**src/rtl/alu_issuer_if.sv**
```systemverilog
// Command, ALU-side and response signals for the ALU issuer.
// The issuer binds to the slave modport; the command source and ALU stub bind to master.
interface alu_issuer_if;
    logic       cmd_valid;
    logic       cmd_ready;
    logic [7:0] cmd_a;
    logic [7:0] cmd_b;
    logic [1:0] cmd_op;

    logic [7:0] a;
    logic [7:0] b;
    logic [1:0] op;
    logic [7:0] y;
    logic       parity;
    logic       overflow;
    logic       greater;
    logic       is_eq;
    logic       less;

    logic       rsp_valid;
    logic       rsp_ready;
    logic [7:0] rsp_y;
    logic [4:0] rsp_flags;
    logic       rsp_err;

    modport master (
        output cmd_valid, cmd_a, cmd_b, cmd_op,
        input  cmd_ready,
        input  a, b, op,
        output y, parity, overflow, greater, is_eq, less,
        input  rsp_valid, rsp_y, rsp_flags, rsp_err,
        output rsp_ready
    );

    modport slave (
        input  cmd_valid, cmd_a, cmd_b, cmd_op,
        output cmd_ready,
        output a, b, op,
        input  y, parity, overflow, greater, is_eq, less,
        output rsp_valid, rsp_y, rsp_flags, rsp_err,
        input  rsp_ready
    );
endinterface

```
**src/rtl/alu_issuer.sv**
```systemverilog
// Issues one command at a time to a combinational ALU, holds operands for SETTLE cycles,
// captures the result and flags, and keeps transaction / error counters.
module alu_issuer #(
    parameter int unsigned SETTLE = 1  // legal range 1..7
) (
    input  logic         clk,
    input  logic         rst_n,
    alu_issuer_if.slave  bus,
    input  logic         clr_cnt,
    output logic [15:0]  txn_cnt,
    output logic [7:0]   err_cnt
);

    typedef enum logic [1:0] {StIdle, StDrive, StResp} state_e;

    state_e      state_q;
    logic [2:0]  settle_q;
    logic        cmd_ready_q;
    logic        rsp_valid_q;
    logic [7:0]  a_q;
    logic [7:0]  b_q;
    logic [1:0]  op_q;
    logic [7:0]  rsp_y_q;
    logic [4:0]  rsp_flags_q;
    logic        rsp_err_q;
    logic [15:0] txn_q;
    logic [7:0]  err_q;

    logic        cmd_fire;
    logic        rsp_fire;
    logic [1:0]  cmp_ones;
    logic        cmp_err;

    assign cmd_fire = bus.cmd_valid & cmd_ready_q;
    assign rsp_fire = rsp_valid_q & bus.rsp_ready;
    assign cmp_ones = {1'b0, bus.greater} + {1'b0, bus.is_eq} + {1'b0, bus.less};
    assign cmp_err  = (cmp_ones != 2'd1);

    always_ff @(posedge clk) begin
        if (!rst_n) begin
            state_q     <= StIdle;
            settle_q    <= 3'd0;
            cmd_ready_q <= 1'b1;
            rsp_valid_q <= 1'b0;
            a_q         <= 8'h00;
            b_q         <= 8'h00;
            op_q        <= 2'b00;
            rsp_y_q     <= 8'h00;
            rsp_flags_q <= 5'b00000;
            rsp_err_q   <= 1'b0;
        end else begin
            case (state_q)
                StIdle: begin
                    if (cmd_fire) begin
                        a_q         <= bus.cmd_a;
                        b_q         <= bus.cmd_b;
                        op_q        <= bus.cmd_op;
                        settle_q    <= 3'(SETTLE);
                        cmd_ready_q <= 1'b0;
                        state_q     <= StDrive;
                    end
                end
                StDrive: begin
                    // The ALU inputs are only looked at on the edge the count reaches 1.
                    if (settle_q == 3'd1) begin
                        rsp_y_q     <= bus.y;
                        rsp_flags_q <= {bus.parity, bus.overflow, bus.greater, bus.is_eq,
                                        bus.less};
                        rsp_err_q   <= cmp_err;
                        rsp_valid_q <= 1'b1;
                        state_q     <= StResp;
                    end else begin
                        settle_q <= settle_q - 3'd1;
                    end
                end
                StResp: begin
                    if (bus.rsp_ready) begin
                        rsp_valid_q <= 1'b0;
                        cmd_ready_q <= 1'b1;
                        state_q     <= StIdle;
                    end
                end
                default: begin
                    state_q     <= StIdle;
                    cmd_ready_q <= 1'b1;
                    rsp_valid_q <= 1'b0;
                end
            endcase
        end
    end

    always_ff @(posedge clk) begin
        if (!rst_n) begin
            txn_q <= 16'h0000;
            err_q <= 8'h00;
        end else if (clr_cnt) begin
            txn_q <= 16'h0000;
            err_q <= 8'h00;
        end else if (rsp_fire) begin
            txn_q <= txn_q + 16'd1;
            if (rsp_err_q && (err_q != 8'hFF)) begin
                err_q <= err_q + 8'd1;
            end
        end
    end

    assign bus.cmd_ready = cmd_ready_q;
    assign bus.a         = a_q;
    assign bus.b         = b_q;
    assign bus.op        = op_q;
    assign bus.rsp_valid = rsp_valid_q;
    assign bus.rsp_y     = rsp_y_q;
    assign bus.rsp_flags = rsp_flags_q;
    assign bus.rsp_err   = rsp_err_q;
    assign txn_cnt       = txn_q;
    assign err_cnt       = err_q;

endmodule

```
**src/flat_wrapper.sv**
```systemverilog
// flat-port wrapper written by rule: the top's interface ports become plain ports
module alu_issuer_flat 
#(
    parameter int unsigned SETTLE = 1                     
)
  (clk, rst_n, clr_cnt, txn_cnt, err_cnt, bus_cmd_valid, bus_cmd_a, bus_cmd_b, bus_cmd_op, bus_cmd_ready, bus_a, bus_b, bus_op, bus_y, bus_parity, bus_overflow, bus_greater, bus_is_eq, bus_less, bus_rsp_valid, bus_rsp_y, bus_rsp_flags, bus_rsp_err, bus_rsp_ready);
  alu_issuer_if bus_i ();
  input  logic clk;
  input  logic rst_n;
  input  logic clr_cnt;
  output logic [15:0] txn_cnt;
  output logic [7:0] err_cnt;
  input wire logic [$bits(bus_i.cmd_valid)-1:0] bus_cmd_valid;
  input wire logic [$bits(bus_i.cmd_a)-1:0] bus_cmd_a;
  input wire logic [$bits(bus_i.cmd_b)-1:0] bus_cmd_b;
  input wire logic [$bits(bus_i.cmd_op)-1:0] bus_cmd_op;
  output wire logic [$bits(bus_i.cmd_ready)-1:0] bus_cmd_ready;
  output wire logic [$bits(bus_i.a)-1:0] bus_a;
  output wire logic [$bits(bus_i.b)-1:0] bus_b;
  output wire logic [$bits(bus_i.op)-1:0] bus_op;
  input wire logic [$bits(bus_i.y)-1:0] bus_y;
  input wire logic [$bits(bus_i.parity)-1:0] bus_parity;
  input wire logic [$bits(bus_i.overflow)-1:0] bus_overflow;
  input wire logic [$bits(bus_i.greater)-1:0] bus_greater;
  input wire logic [$bits(bus_i.is_eq)-1:0] bus_is_eq;
  input wire logic [$bits(bus_i.less)-1:0] bus_less;
  output wire logic [$bits(bus_i.rsp_valid)-1:0] bus_rsp_valid;
  output wire logic [$bits(bus_i.rsp_y)-1:0] bus_rsp_y;
  output wire logic [$bits(bus_i.rsp_flags)-1:0] bus_rsp_flags;
  output wire logic [$bits(bus_i.rsp_err)-1:0] bus_rsp_err;
  input wire logic [$bits(bus_i.rsp_ready)-1:0] bus_rsp_ready;
  assign bus_i.cmd_valid = bus_cmd_valid;
  assign bus_i.cmd_a = bus_cmd_a;
  assign bus_i.cmd_b = bus_cmd_b;
  assign bus_i.cmd_op = bus_cmd_op;
  assign bus_cmd_ready = bus_i.cmd_ready;
  assign bus_a = bus_i.a;
  assign bus_b = bus_i.b;
  assign bus_op = bus_i.op;
  assign bus_i.y = bus_y;
  assign bus_i.parity = bus_parity;
  assign bus_i.overflow = bus_overflow;
  assign bus_i.greater = bus_greater;
  assign bus_i.is_eq = bus_is_eq;
  assign bus_i.less = bus_less;
  assign bus_rsp_valid = bus_i.rsp_valid;
  assign bus_rsp_y = bus_i.rsp_y;
  assign bus_rsp_flags = bus_i.rsp_flags;
  assign bus_rsp_err = bus_i.rsp_err;
  assign bus_i.rsp_ready = bus_rsp_ready;
  alu_issuer #(.SETTLE(SETTLE)) u_core (.clk(clk), .rst_n(rst_n), .bus(bus_i), .clr_cnt(clr_cnt), .txn_cnt(txn_cnt), .err_cnt(err_cnt));
endmodule
```
**config.mk**
```make
export PLATFORM = sky130hd
export DESIGN_NAME = alu_issuer_flat
export DESIGN_NICKNAME = d
export VERILOG_FILES = /design/src/rtl/alu_issuer_if.sv /design/src/rtl/alu_issuer.sv /design/src/flat_wrapper.sv
export SDC_FILE = /design/constraint.sdc
export NUM_CORES = 1
export LEC_CHECK = 0
export CAP_MARGIN = 10
export CORE_ASPECT_RATIO = 0.6
export CORE_MARGIN = 1
export CORE_UTILIZATION = 39
export CTS_BUF_LIST = sky130_fd_sc_hd__clkbuf_4
export DETAILED_ROUTE_END_ITERATION = 12
export PLACE_DENSITY_LB_ADDON = 0.12
export SLEW_MARGIN = 20
export SYNTH_ARGS = -nofsm -noshare
export SYNTH_HDL_FRONTEND = slang
export SYNTH_SLANG_ARGS = --single-unit
```
**constraint.sdc**
```tcl
create_clock -name clk -period 3.9 [get_ports clk]
set_clock_uncertainty 0.05 [all_clocks]
set_input_delay 0.78 -clock clk [delete_from_list [all_inputs] [get_ports clk]]
set_output_delay 0.78 -clock clk [all_outputs]
set_load 0.02 [all_outputs]
```
==> flow_summary.ini, run 1 <==
[worst_setup_path]
crit_fanout = 9
r2r_cells = 4
timing.critical_path.to_type = register
timing.critical_path.slowest_cell_delay_ns = 0.67
start_kind = input pin
timing.rr.end = u_core.txn_cnt[15]$_SDFFE_PP0P_
cp.required_ns = 4.17
crit_path_top_delay_cell = clkdlybuf4s50_1
cp_cell_sequence = clkdlybuf4s50_1 -> nand4_2 -> or4_4 -> or3_1 -> a21oi_1
timing.rr.start = u_core.bus.rsp_valid$_SDFFE_PN0P_
timing.reg2reg.setup_slack_ns = 2.01
worstPathArrival_ns = 2.71
criticalPathCategory = in2reg

[route]
detail_route.wl_per_cell_um = 13.0
antenna_violating_nets_post_route = 0
routed-via-count = 2376
drtIter0Drc = 91
post-route-drc-count = 0
vias_per_cell = 4.91
total_wire_length_um = 6300
number_of_iterations_in_the_first_detailed_routing_pass = 4

[timing]
timing.setup.tns_ns = 0
worst_slew_margin_rel = 0.380
setup_repair_after_global_routing_missed_its_margin = no
final_max_slew_viol_count = 0
post-route-min-period_ns = 2.44
final-setup-viol-count = 0
min_period_over_period = 0.625
max_freq_ghz = 0.410
fin_worst_hold_slack_ns = 0.419
finalHoldViolCount = 0
worst-slew-pin-transition_ns = 0.930

[finish]
finish.cell_count_without_fillers = 484
antenna_cells_inserted = 0
finish.net_count = 436
areaGrowthSynthToFinish_pct = 42.2
drive_gt1_frac = 0.0475
n_fill_cell = 614
finalCoreUtilization = 0.594

[worst_hold_path]
timing.hold.worst.class = reg2reg
worst_hold_path.endpoint = u_core.bus.rsp_y[2]$_SDFFE_PN0P_
whs_path_depth = 2
holdCritStartpoint = u_core.bus.rsp_y[2]$_SDFFE_PN0P_

[placement]
hpwlAfterDp_um = 4470
place.detailed.instances = 468
gp_congestion = 0.808
port_buffers = 93

[clock_tree]
tritoncts.num_buffers = 9
ctsLongestPathBuffers = 2
cts_resized = 0
cts_sinks = 63
post-cts-setup-buffer-count = 0
cts_tree = done
cts_hold_buffers = 0
cts.htree.levels = 3
clkTransAtPathRegs_ns = 0.10
clock_latency_ns = 0.40
root_buffer = clkbuf_4

[power]
power_leakage_nw = 1.32
p_total_mw = 1.31
ir_drop_mv = 0.163
power-per-cell-area_nw_per_um2 = 351

[grt]
number_of_antenna_violations_at_the_first_check_in_global_routing = 0
grtUsageTotal = 0.192
globalRoute.totalOverflow = 0
grt_start_max_net_pins = 40
grt_pass1_vias = 2220
grt_pass1_wl_um = 10400

[die]
design.portCount = 94
die_width_um = 108
core.rowCount = 22
core_region_area_um2 = 6300
floorplan.initialDensity = 0.417
die_h_um = 65.6
dieArea_um2 = 7090

[synth]
synth_cell_types = 39
syn_nets = 347
synth-edff-count = 0
synth.yosys.seq_area_share = 0.479
synth_warnings = 0
synthesis.area_um2 = 2630
synth-main-ff-cell = dfxtp_1
postSynthCellCount = 306
async_reset_ff_frac = 0
ys_ff_latch = 63
average_size_of_a_mapped_cell_um2 = 8.60

[run]
drv.max_cap_violation_count = 0

[run_status]
status = finished clean
==> synth_stat cells, drive strengths merged, types with 5 or more instances <==
| cell | n | area, um2 |
|---|---|---|
| xnor2 | 6 | 52.6 |
| nand4 | 7 | 50.1 |
| clkbuf | 12 | 45.0 |
| inv | 7 | 26.3 |
| a21boi | 32 | 240 |
| or3 | 5 | 31.3 |
| dfxtp | 63 | 1260 |
| nor2 | 19 | 71.3 |
| nand3 | 11 | 55.1 |
| and3 | 6 | 37.5 |
| o21ai | 6 | 30.0 |
| xor2 | 9 | 78.8 |
| nand2 | 75 | 282 |
| a21oi | 9 | 45.0 |
==> kinds of logic (layout without fill, tap and decap cells) <==
kind of cell / count (synthesis) / after routing / synth area share
simple gates: 141 / 141 / 0.251
flops: 63 / 63 / 0.479
compound gates: 58 / 58 / 0.154
buf+inv: 23 / 117 / 0.0352
xor+xnor: 15 / 15 / 0.0499
fa+ha+maj: 5 / 5 / 0.0266
mux: 1 / 1 / 0.00380
==> power breakdown <==
group          switching, mW  internal [mW]  total [mW]
Combinational          0.102          0.101       0.203
Sequential            0.0185          0.671       0.690
Clock                  0.231          0.190       0.421
Total                  0.352          0.962        1.31
==> layer usage <==
metal | GRT usage | routed length (um)
met5 | 0 | 0
met4 | 0.0599 | 57
met2 | 0.282 | 2580
met1 | 0.246 | 3080
met3 | 0.0933 | 583
==> how the worst max path moves through the flow <==
stage / start / end / slack [ns]
detailed placement: bus_rsp_ready / u_core.txn_cnt[15]$_SDFFE_PP0P_ / 1.04
finish: bus_rsp_ready / u_core.txn_cnt[15]$_SDFFE_PP0P_ / 1.46
global route: u_core.bus.rsp_valid$_SDFFE_PN0P_ / bus_rsp_valid / 1.41
CTS: u_core.bus.rsp_valid$_SDFFE_PN0P_ / bus_rsp_valid / 1.46
global placement: bus_rsp_ready / u_core.txn_cnt[15]$_SDFFE_PP0P_ / 1.08
floorplan: bus_rsp_ready / u_core.txn_cnt[15]$_SDFFE_PP0P_ / 1.71
==> state kept, by name, summed over array words and instances, names as in the netlist <==
register,flops
u_core.bus.b,8
u_core.txn_cnt,16
u_core.bus.a,8
u_core.err_cnt,8
u_core.bus.op,2
u_core.settle_q,3
u_core.bus.rsp_err,1
u_core.bus.rsp_flags,5
u_core.bus.rsp_y,8
u_core.bus.cmd_ready,1
u_core.state_q,2
u_core.bus.rsp_valid,1
==> final cells by class <==
| cell class | instances | area, um2 | area share |
|---|---|---|---|
| clock buffer | 9 | 67.6 | 0.0181 |
| sequential | 63 | 1260 | 0.337 |
| timing repair buffer | 94 | 938 | 0.251 |
| clock inverter | 7 | 63.8 | 0.0171 |
| inverter | 7 | 26.3 | 0.00702 |
| multi-input combinational | 220 | 1280 | 0.342 |
| tap | 84 | 105 | 0.0281 |
==> worst max-delay path: cells and delay by family <==
kind                   cells  cell delay (ns)
AOI/OAI and AO/OA          1             0.14
and+or+nand+nor            3             1.12
buffers and inverters      1             0.67
==> placed cells by master (no fill, tap or decap), types with 2 or more instances in the layout <==
| cell | instances |
|---|---|
| inv_1 | 7 |
| nor2b_1 | 2 |
| o21ai_0 | 6 |
| clkdlybuf4s50_1 | 93 |
| xor2_1 | 9 |
| or4_1 | 3 |
| nand3_1 | 11 |
| nand2b_1 | 3 |
| nand2_1 | 75 |
| and3_1 | 6 |
| o211a_1 | 3 |
| clkinv_1 | 2 |
| a21oi_1 | 9 |
| nor2_1 | 19 |
| nand4_1 | 6 |
| a21boi_0 | 32 |
| clkinv_2 | 2 |
| dfxtp_1 | 63 |
| ha_1 | 4 |
| clkbuf_4 | 9 |
| nand3b_1 | 2 |
| xnor2_1 | 6 |
| or3_1 | 5 |
| o31ai_1 | 3 |
==> metrics by stage <==
stage | setup slack, ns | cell area, um2
after floorplan | 1.71 | 2630
after global placement | 1.08 | 3610
after detailed placement | 1.04 | 3610
after CTS | 1.46 | 3740
after global routing | 1.41 | 3740
final | 1.46 | 3740
Note: power is estimated with default switching activity, not from simulation.
==> run 2: changes to the inputs <==
clock period = 2.3 ns   (was 3.9 ns; I/O delays follow)
==> flow_summary.ini, run 2 (same netlist as run 1, synthesis figures left out) <==
[clock_tree]
cts_sinks = 63
cts_tree = done
tritoncts.num_buffers = 9
cts_resized = 0
root_buffer = clkbuf_4
cts.htree.levels = 3
ctsLongestPathBuffers = 2
clkTransAtPathRegs_ns = 0.10
post-cts-setup-buffer-count = 0
clock_latency_ns = 0.41
cts_hold_buffers = 0

[die]
die_width_um = 108
dieArea_um2 = 7090
die_h_um = 65.6
core_region_area_um2 = 6300
floorplan.initialDensity = 0.417
core.rowCount = 22
design.portCount = 94

[power]
power.share.switching = 0.272
net-switching-power_mw = 0.614
power-per-cell-area_nw_per_um2 = 591
power_leakage_nw = 1.37
internal-power_mw = 1.64
power.combinational.fraction = 0.156
clock_share_of_power = 0.325
seqPwrFrac = 0.519
ir_drop_mv = 0.308

[timing]
timing.setup.tns_ns = 0
max_freq_ghz = 0.482
fin_worst_hold_slack_ns = 0.416
worst-slew-pin-transition_ns = 0.550
worst_slew_margin_rel = 0.633
setup_repair_after_global_routing_missed_its_margin = no
final-setup-viol-count = 0
finalHoldViolCount = 0
post-route-min-period_ns = 2.08
final_max_slew_viol_count = 0
min_period_over_period = 0.902

[worst_setup_path]
timing.rr.start = u_core.bus.rsp_valid$_SDFFE_PN0P_
crit_path_top_delay_cell = clkdlybuf4s50_1
critical-path-top-delay-family = buffers and inverters
timing.critical_path.slowest_cell_delay_ns = 0.67
cp_cell_sequence = clkdlybuf4s50_1
cp.required_ns = 1.79
crit_fanout = 8
timing.critical_path.to_type = output pin
timing.rr.end = u_core.txn_cnt[15]$_SDFFE_PP0P_
start_kind = register
r2r_cells = 4
worstPathArrival_ns = 1.57
criticalPathCategory = reg2out
crit_buf_inv = 1
timing.reg2reg.setup_slack_ns = 0.46
timing.critical_path.depth = 1

[finish]
most-common-layout-cells = clkdlybuf4s50_1 (93), nand2_1 (75), dfxtp_1 (63)
finish.net_count = 446
n_fill_cell = 582
antenna_cells_inserted = 0
areaGrowthSynthToFinish_pct = 45.0
layout_commonest_cell = clkdlybuf4s50_1
area.sequential_um2 = 1260
largest_register_ffs = 16
multi_input_comb_area_um2 = 1280
drive_gt1_frac = 0.0707

[route]
antenna_violating_nets_post_route = 0
total_wire_length_um = 6360
detail_route.wl_per_cell_um = 12.9
number_of_iterations_in_the_first_detailed_routing_pass = 5
routed-via-count = 2414
drtIter0Drc = 132
post-route-drc-count = 0
vias_per_cell = 4.89

[grt]
grtUsageTotal = 0.198
number_of_antenna_violations_at_the_first_check_in_global_routing = 0
most_crowded_layer_gr = met2
grt_pass1_wl_um = 10700
grt_start_max_net_pins = 27
grt_pass1_vias = 2304
globalRoute.totalOverflow = 0
use_met3 = 0.0863
grt_use_met2 = 0.290
groute.layer.met1.usage = 0.252

[placement]
hpwlAfterDp_um = 4590
gp_congestion = 0.773
port_buffers = 93

[run]
drv.max_cap_violation_count = 0

[worst_hold_path]
whs_path_depth = 2
worst_hold_path.endpoint = u_core.bus.b[3]$_SDFFE_PN0P_
timing.hold.worst.class = reg2reg
holdCritStartpoint = u_core.bus.b[3]$_SDFFE_PN0P_

[run_status]
status = finished clean
==> run 2: cell types whose count changed in the layout (fill, tap and decap cells not counted), sizes merged <==
cell      delta
clkinv       -1
buf         +10
clkinvlp     +1
==> run 2: layout make-up <==
cell class                 count  share of cell area
inverter                       7             0.00689
sequential                    63               0.331
clock inverter                 7              0.0167
tap                           84              0.0276
clock buffer                   9              0.0177
multi-input combinational    220               0.335
timing repair buffer         104               0.266
==> run 2: worst max path at each step <==
stage	start	to	slack, ns
6_report	u_core.bus.rsp_valid$_SDFFE_PN0P_	bus_rsp_valid	0.22
5_1_grt	u_core.bus.rsp_valid$_SDFFE_PN0P_	bus_rsp_valid	0.11
4_1_cts	u_core.bus.rsp_valid$_SDFFE_PN0P_	bus_rsp_valid	0.19
3_5_place_dp	bus_rsp_ready	u_core.txn_cnt[15]$_SDFFE_PP0P_	0.01
3_3_place_gp	bus_rsp_ready	u_core.txn_cnt[15]$_SDFFE_PP0P_	0.04
2_1_floorplan	bus_rsp_ready	u_core.txn_cnt[15]$_SDFFE_PP0P_	0.43
==> run 2: through the flow <==
step                instance area (um2)  std cells  setup WS (ns)  total power [mW]  utilization
finish                             3810        494          0.225              2.25        0.605
CTS                                3810        494          0.193              2.28        0.605
global placement                   3680        478         0.0382              1.54        0.584
global route                       3810        494          0.114              2.39        0.605
floorplan                          2630        306          0.435              1.37            -
detailed placement                 3680        478        0.00996              1.55        0.584
==> run 2: metal layers <==
| metal | routed length, um | vias to the layer above |
|---|---|---|
| met4 | 78 | 0 |
| li1 | - | 1237 |
| met5 | 0 | - |
| met1 | 3110 | 1088 |
| met3 | 574 | 8 |
| met2 | 2600 | 81 |
==> run 2: power groups by stage <==
stage | Combinational, mW | Sequential, mW | Clock (mW)
2_1_floorplan | 0.133 | 1.24 | 0
3_3_place_gp | 0.350 | 1.19 | 0
3_5_place_dp | 0.355 | 1.19 | 0
4_1_cts | 0.358 | 1.17 | 0.756
5_1_grt | 0.388 | 1.18 | 0.821
6_report | 0.353 | 1.17 | 0.732
==> run 3: changes to the inputs <==
ABC_CLOCK_PERIOD_IN_PS = 2300   (was default)
PLACE_DENSITY = 0.71   (was default)
PLACE_DENSITY_LB_ADDON = default   (was 0.12)
==> flow_summary.ini, run 3 (same netlist as run 1, synthesis figures left out) <==
[run_status]
status = finished clean

[timing]
worst_slew_margin_rel = 0.617
fin_worst_hold_slack_ns = 0.417
finalHoldViolCount = 0
final_max_slew_viol_count = 0
timing.setup.tns_ns = 0
final-setup-viol-count = 0
fin_ws_ns = 0.181
min_period_over_period = 0.921
max_freq_ghz = 0.472
post-route-min-period_ns = 2.12
setup_repair_after_global_routing_missed_its_margin = no
worst-slew-pin-transition_ns = 0.575

[route]
total_wire_length_um = 6440
drtIter0Drc = 138
detail_route.wl_per_cell_um = 13.0
post-route-drc-count = 0
routed-via-count = 2406
number_of_iterations_in_the_first_detailed_routing_pass = 4
antenna_violating_nets_post_route = 0
vias_per_cell = 4.85

[finish]
area.sequential_um2 = 1260
areaGrowthSynthToFinish_pct = 45.7
multi_input_comb_area_um2 = 1280
final_cell_area_um2 = 3830
most-common-layout-cells = clkdlybuf4s50_1 (93), nand2_1 (75), dfxtp_1 (63)
finalCoreUtilization = 0.608
finish.cell_count_without_fillers = 496
finish.net_count = 448
layout_commonest_cell = clkdlybuf4s50_1
antenna_cells_inserted = 0
drive_gt1_frac = 0.0777
largest_register_ffs = 16
n_fill_cell = 574

[clock_tree]
clkTransAtPathRegs_ns = 0.11
root_buffer = clkbuf_4
cts_tree = done
post-cts-setup-buffer-count = 0
cts_hold_buffers = 0
clock_latency_ns = 0.41
cts_sinks = 63
ctsLongestPathBuffers = 2
cts_resized = 0
cts.htree.levels = 3
tritoncts.num_buffers = 9

[grt]
grt_pass1_vias = 2346
grtUsageTotal = 0.199
number_of_antenna_violations_at_the_first_check_in_global_routing = 0
grt_start_max_net_pins = 40
grt_pass1_wl_um = 10800
globalRoute.totalOverflow = 0

[placement]
dp_slack_ns = 0.00639
place.detailed.instances = 480
hpwlAfterDp_um = 4570
dpl-instance-area_um2 = 3700
port_buffers = 93
gp_congestion = 0.816

[worst_setup_path]
crit_buf_inv = 1
timing.critical_path.slowest_cell_delay_ns = 0.68
critical-path-top-delay-family = buffers and inverters
cp_cell_sequence = clkdlybuf4s50_1
start_kind = register
cp.required_ns = 1.79
criticalPathCategory = reg2out
timing.critical_path.to_type = output pin
worstPathArrival_ns = 1.61
crit_fanout = 8
crit_path_top_delay_cell = clkdlybuf4s50_1

[power]
p_total_mw = 2.28
power.combinational.fraction = 0.158
ir_drop_mv = 0.312
power-per-cell-area_nw_per_um2 = 594
clock_share_of_power = 0.328
seqPwrFrac = 0.514
net-switching-power_mw = 0.615
internal-power_mw = 1.66
power_leakage_nw = 1.39
power.share.switching = 0.270

[die]
core.rowCount = 22
die_h_um = 65.6
design.portCount = 94
floorplan.initialDensity = 0.417
dieArea_um2 = 7090
core_region_area_um2 = 6300
die_width_um = 108

[run]
drv.max_cap_violation_count = 0

[worst_hold_path]
timing.hold.worst.class = reg2reg
## run 3: changes by cell type in the layout (fill, tap and decap cells not counted), sizes merged
| cell | before | now |
|---|---|---|
| clkinvlp | 2 | 1 |
| clkbuf | 9 | 10 |
| buf | 11 | 13 |
## run 3: cell type report
cell class                      instances  area share
Multi-Input combinational cell        220       0.333
Sequential cell                        63       0.329
Timing Repair Buffer                  106       0.268
Tap cell                               84      0.0274
Clock buffer                           10      0.0196
Clock inverter                          6      0.0160
Inverter                                7     0.00685
## run 3: final timing paths
kind | start | endpoint | slack [ns] | depth (start not counted)
min reg2reg | u_core.bus.a[6]$_SDFFE_PN0P_ | u_core.bus.a[6]$_SDFFE_PN0P_ | 0.42 | 2
min | u_core.bus.a[6]$_SDFFE_PN0P_ | u_core.bus.a[6]$_SDFFE_PN0P_ | 0.42 | 2
max | u_core.bus.rsp_valid$_SDFFE_PN0P_ | bus_rsp_valid | 0.18 | 1
max reg2reg | u_core.bus.rsp_valid$_SDFFE_PN0P_ | u_core.txn_cnt[15]$_SDFFE_PP0P_ | 0.43 | 4
## run 3: power by group through the flow
stage | clock [mW] | sequential, mW | combinational, mW
after floorplan | 0 | 1.24 | 0.133
after global placement | 0 | 1.19 | 0.356
after detailed placement | 0 | 1.19 | 0.360
after CTS | 0.775 | 1.17 | 0.362
after global routing | 0.815 | 1.18 | 0.395
final | 0.748 | 1.17 | 0.359
## run 3: metal layers
layer | share of wire | up-vias | global-route usage
met5 | 0 | - | 0
met4 | 0.011 | 0 | 0.0565
met3 | 0.069 | 9 | 0.0714
met2 | 0.39 | 68 | 0.301
met1 | 0.53 | 1083 | 0.264
li1 | - | 1246 | -
